==> config.mk <==
export PLATFORM = sky130hd
export DESIGN_NAME = flash_read_arbiter
export DESIGN_NICKNAME = d
export VERILOG_FILES = /design/src/rtl/flash_read_arbiter.sv
export SDC_FILE = /design/constraint.sdc
export NUM_CORES = 1
export LEC_CHECK = 0
export CAP_MARGIN = 20
export CORE_UTILIZATION = 44
export CTS_CLUSTER_SIZE = 20
export DETAILED_ROUTE_END_ITERATION = 6
export GPL_TIMING_DRIVEN = 0
export PLACE_DENSITY = 0.86
export SYNTH_ARGS = -nofsm -noshare
export SYNTH_HDL_FRONTEND = slang
export SYNTH_SLANG_ARGS = --single-unit
export TNS_END_PERCENT = 10
==> constraint.sdc <==
create_clock -name clk_clk -period 8.1 [get_ports clk_clk]
set_input_delay 0.81 -clock clk_clk [delete_from_list [all_inputs] [get_ports clk_clk]]
set_output_delay 0.81 -clock clk_clk [all_outputs]
set_load 0.02 [all_outputs]
==> src/rtl/flash_read_arbiter.sv <==
// flash_read_arbiter: round-robin arbiter for two read ports onto one
// Avalon-MM flash master, single outstanding read, data timeout.
module flash_read_arbiter #(
  parameter logic [7:0] TIMEOUT = 8'd200
) (
  input  logic        clk_clk,
  input  logic        reset_reset_n,
  input  logic        r0_req,
  input  logic [22:0] r0_addr,
  output logic        r0_ack,
  output logic        r0_valid,
  output logic [31:0] r0_data,
  output logic        r0_err,
  input  logic        r1_req,
  input  logic [22:0] r1_addr,
  output logic        r1_ack,
  output logic        r1_valid,
  output logic [31:0] r1_data,
  output logic        r1_err,
  output logic        flash_mem_read,
  output logic [22:0] flash_mem_address,
  input  logic        flash_mem_waitrequest,
  input  logic [31:0] flash_mem_readdata,
  input  logic        flash_mem_readdatavalid,
  output logic        flash_mem_write,
  output logic [6:0]  flash_mem_burstcount,
  output logic [3:0]  flash_mem_byteenable,
  output logic [31:0] flash_mem_writedata
);

  typedef enum logic [1:0] {
    IDLE,
    ISSUE,
    WAIT_DATA,
    RESP
  } state_e;

  state_e      state_q, state_d;
  logic        gnt_q, gnt_d;
  logic        last_q, last_d;
  logic        err_q, err_d;
  logic        pick;
  logic [1:0]  ack_q, ack_d;
  logic [22:0] addr_q, addr_d;
  logic [7:0]  cnt_q, cnt_d;
  logic [31:0] data0_q, data0_d;
  logic [31:0] data1_q, data1_d;

  always_ff @(posedge clk_clk or posedge reset_reset_n) begin
    if (reset_reset_n) begin
      state_q <= IDLE;
      gnt_q   <= 1'b0;
      last_q  <= 1'b1;
      err_q   <= 1'b0;
      ack_q   <= 2'b00;
      addr_q  <= '0;
      cnt_q   <= '0;
      data0_q <= '0;
      data1_q <= '0;
    end else begin
      state_q <= state_d;
      gnt_q   <= gnt_d;
      last_q  <= last_d;
      err_q   <= err_d;
      ack_q   <= ack_d;
      addr_q  <= addr_d;
      cnt_q   <= cnt_d;
      data0_q <= data0_d;
      data1_q <= data1_d;
    end
  end

  // On a tie the port not served last wins.
  assign pick = (r0_req && r1_req) ? ~last_q : r1_req;

  always_comb begin
    state_d = state_q;
    gnt_d   = gnt_q;
    last_d  = last_q;
    err_d   = err_q;
    ack_d   = 2'b00;
    addr_d  = addr_q;
    cnt_d   = cnt_q;
    data0_d = data0_q;
    data1_d = data1_q;
    unique case (state_q)
      IDLE: begin
        if (r0_req || r1_req) begin
          gnt_d   = pick;
          last_d  = pick;
          addr_d  = pick ? r1_addr : r0_addr;
          state_d = ISSUE;
        end
      end
      ISSUE: begin
        if (!flash_mem_waitrequest) begin
          ack_d[gnt_q] = 1'b1;
          cnt_d        = '0;
          state_d      = WAIT_DATA;
        end
      end
      WAIT_DATA: begin
        if (flash_mem_readdatavalid) begin
          if (gnt_q) data1_d = flash_mem_readdata;
          else       data0_d = flash_mem_readdata;
          err_d   = 1'b0;
          state_d = RESP;
        end else if (cnt_q == TIMEOUT) begin
          if (gnt_q) data1_d = '0;
          else       data0_d = '0;
          err_d   = 1'b1;
          state_d = RESP;
        end else begin
          cnt_d = cnt_q + 8'd1;
        end
      end
      RESP: begin
        state_d = IDLE;
      end
      default: begin
        state_d = IDLE;
      end
    endcase
  end

  always_comb begin
    flash_mem_read    = (state_q == ISSUE);
    flash_mem_address = addr_q;
    r0_ack            = ack_q[0];
    r1_ack            = ack_q[1];
    r0_valid          = (state_q == RESP) && !gnt_q;
    r1_valid          = (state_q == RESP) && gnt_q;
    r0_err            = r0_valid && err_q;
    r1_err            = r1_valid && err_q;
    r0_data           = data0_q;
    r1_data           = data1_q;
  end

  assign flash_mem_write      = 1'b0;
  assign flash_mem_burstcount = 7'd1;
  assign flash_mem_byteenable = 4'hF;
  assign flash_mem_writedata  = 32'h0;

endmodule

==> key figures <==
Route
  • # DRC: 0
  • Via count: 3867
  • Remaining antenna violation count: 0
  • Detailed Routing Iterations Pass 1: 6
  • Drt first-iter violations: 253
  • DR WL/cell: 15.65 um
  • DR vias/cell: 5.081
  • Routed wire length: 11.91 mm

Final layout
  • Ant diodes: 0
  • Layout cells sized above 1: 12.48%
  • Final Instance Area: 6955 um2
  • Sequential cell area: 2554 um2
  • Area of the multi-input gates: 1722 um2
  • Commonest non-fill, non-tap cell in the layout: clkdlybuf4s50_1
  • Most frequent cells in the layout: clkdlybuf4s50_1 (177), dfrtp_1 (101), a22o_1 (68), buf_4 (44), conb_1 (44)
  • Area Growth Syn to Fin: 50.61%
  • Total Nets Final: 712
  • Fill cells: 796

Synth
  • Netlist Area Pre-Place: 4618 um2
  • Synth cell types: 40
  • Post-synth ARST share: 100.0%
  • Flops & latches, synth: 102
  • YS warnings: 0
  • Most used DFF post-synth: dfrtp_1
  • Post-synthesis sequential area ratio: 55.30%
  • Mapped Cells: 390
  • Syn Area/Cell: 11.84 um2
  • Post-synth EDFFs: 0

Clocking
  • Clock buffer depth: 2
  • Setup Fix Bufs, Post-CTS: 0
  • CTS tree: done
  • # resized after CTS: 0
  • Clock net sink count: 102
  • H-tree Lvls: 3
  • Worst skew pair latency: 350 ps
  • CTS Buf Count: 9
  • Clock slew at reported path FFs: 100 ps
  • Hold buffer count at CTS: 0
  • CTS Root Cell: clkbuf_8

Worst hold path
  • Hold Path Cell Cnt: 2
  • HP Class: flip-flop to flip-flop

GRT
  • Overall global routing resource usage: 22.26%
  • Antenna violations before repair: 0
  • Largest net degree at the start of global routing: 54
  • Vias in the first global route: 3828
  • Total grt overflow: 0
  • First-pass GRT wire length: 19.42 mm

STA
  • Final Hold Fails: 0
  • Final setup vio count: 0
  • TNS Setup: 0 ps
  • Tightest Pin Transition: 672.9 ps
  • Tcrit/Tclk final: 33.29%
  • RSZ-0062 raised after global routing: false
  • Final Max Slew Viols: 0
  • Upper clock frequency limit: 370.9 MHz
  • Min Tclk post-route: 2696 ps
  • Fin Clk Skew: 9.604 ps
  • Final worst setup slack: 5404 ps
  • Max_slew headroom: 55.14%

Floorplan
  • Boundary pin count: 222
  • Cell Rows: 37
  • Die W: 104.5 um
  • Core area: 10230 um2
  • Vert. Die Dim: 104.5 um
  • Starting Density: 45.14%
  • Die area: 10910 um2

Run status
  • Status: complete, no violations

Placed design
  • Hpwl dp: 9.034 mm
  • Setup WS pre-CTS: 5465 ps
  • # port buffers: 177
  • Placer Congestion: 0.8107
  • Placed Instance Area: 6748 um2

Pwr
  • Pwr dens: 355.8 nW/um2
  • Switching Share: 39.29%
  • Share of total power in sequential cells: 35.7%
  • Pint: 1.502 mW
  • Psw: 0.9722 mW
  • Leakage: 3.247 nW
  • Combinational fraction of design power: 51.1%
  • Clock power share: 13.2%
  • Max VDD drop: 160.9 uV

Worst setup path
  • Crit-path max cell delay: 610 ps
  • Slowest CP cell: clkdlybuf4s50_1
  • WP depth: 3
  • Critical Path AT: 1890 ps
  • Crit end category: output port
  • Critical-path cell list: inv_1 > nor2_1 > clkdlybuf4s50_1
  • Kind of critical path: flip-flop to output port
  • CP max FO: 8
  • WP buf/inv: 2
  • WP data required: 7290 ps
  • Delay-heaviest family, CP: buffers and inverters
  • Kind of start point of the critical path: flip-flop
  • Reg2Reg Depth: 6

Run
  • # Max-Cap Violations: 0
## cells in the mapped netlist, drive strengths merged (3+ instances only)
master	count	area (um2)
inv	8	30.03
nand3	4	45.04
clkbuf	14	52.55
dfrtp	101	2527
mux2i	25	250.2
ha	7	87.58
buf	54	417.9
nand4b	3	26.28
o21ai	29	145.1
a22o	68	595.6
nand2	30	112.6
nor2	7	26.28
a21oi	9	45.04
## state kept, by name (all words and copies together), names as in the netlist
name	flops
flash_mem_address	23
r0_data	32
state_q	2
r1_data	32
last_q	1
ack_q	2
cnt_q	8
gnt_q	1
err_q	1
## through the flow
stage          std cells  hold slack, ps  total power [mW]  util (%)
6_report             761           489.2             2.475     67.98
5_1_grt              761           508.7             2.612     67.98
2_1_floorplan        432           491.4             1.550         -
3_5_place_dp         746           471.8             2.154     65.95
4_1_cts              761           494.5             2.488     67.98
3_3_place_gp         745           460.6             2.109     65.66
## metal layers
layer / global-route usage [%] / share of wire [%] / vias up
li1: - / - / 1778
met1: 27.97 / 41 / 1898
met2: 38.65 / 50 / 178
met3: 5.388 / 7.0 / 13
met4: 5.102 / 1.0 / 0
met5: 0 / 0 / -
## cell families after synthesis
family	count (synthesis)	synth area share [%]
AOI/OAI and AO/OA	118	19.34
DFF	102	55.30
buffers and inverters	76	10.84
and+or+nand+nor	59	6.801
muxes	26	5.662
adders and majority gates	7	1.896
other	2	0.1626
## final timing paths
path | startpoint | end | slack (ps)
worst max-delay path | gnt_q | r1_err | 5400
worst min register to register | flash_mem_address[9] | flash_mem_address[9] | 490
worst min-delay path | flash_mem_address[9] | flash_mem_address[9] | 490
worst max register to register | state_q[0] | r1_data[5] | 5940
max in group asynchronous | reset_reset_n | last_q | 6470
min in group asynchronous | reset_reset_n | flash_mem_address[7] | 920
## power by group through the flow
stage          registers [mW]  clock network, mW  logic, mW
6_report                0.883              0.328       1.26
5_1_grt                 0.912              0.355       1.35
4_1_cts                 0.882              0.335       1.27
3_5_place_dp            0.889                  0       1.27
3_3_place_gp            0.877                  0       1.23
2_1_floorplan            1.11                  0      0.438
## area by class of cell
class	instances	area share (%)
Multi-Input combinational cell	254	24.75
Timing Repair Buffer	178	25.87
Clock inverter	6	1.205
Buffer	68	6.764
Sequential cell	102	36.72
Inverter	8	0.4677
Clock buffer	9	1.781
Tap cell	136	2.446
## worst register-to-register path: cells and delay by family (launching register included)
family	cells	cell delay, ps
AND/OR/NAND/NOR	1	210
flip-flops	1	430
adder cells (fa/ha/maj)	1	400
buffers and inverters	3	820
AO/OA/AOI/OAI	1	250
Power figures use the tool's default switching activity.
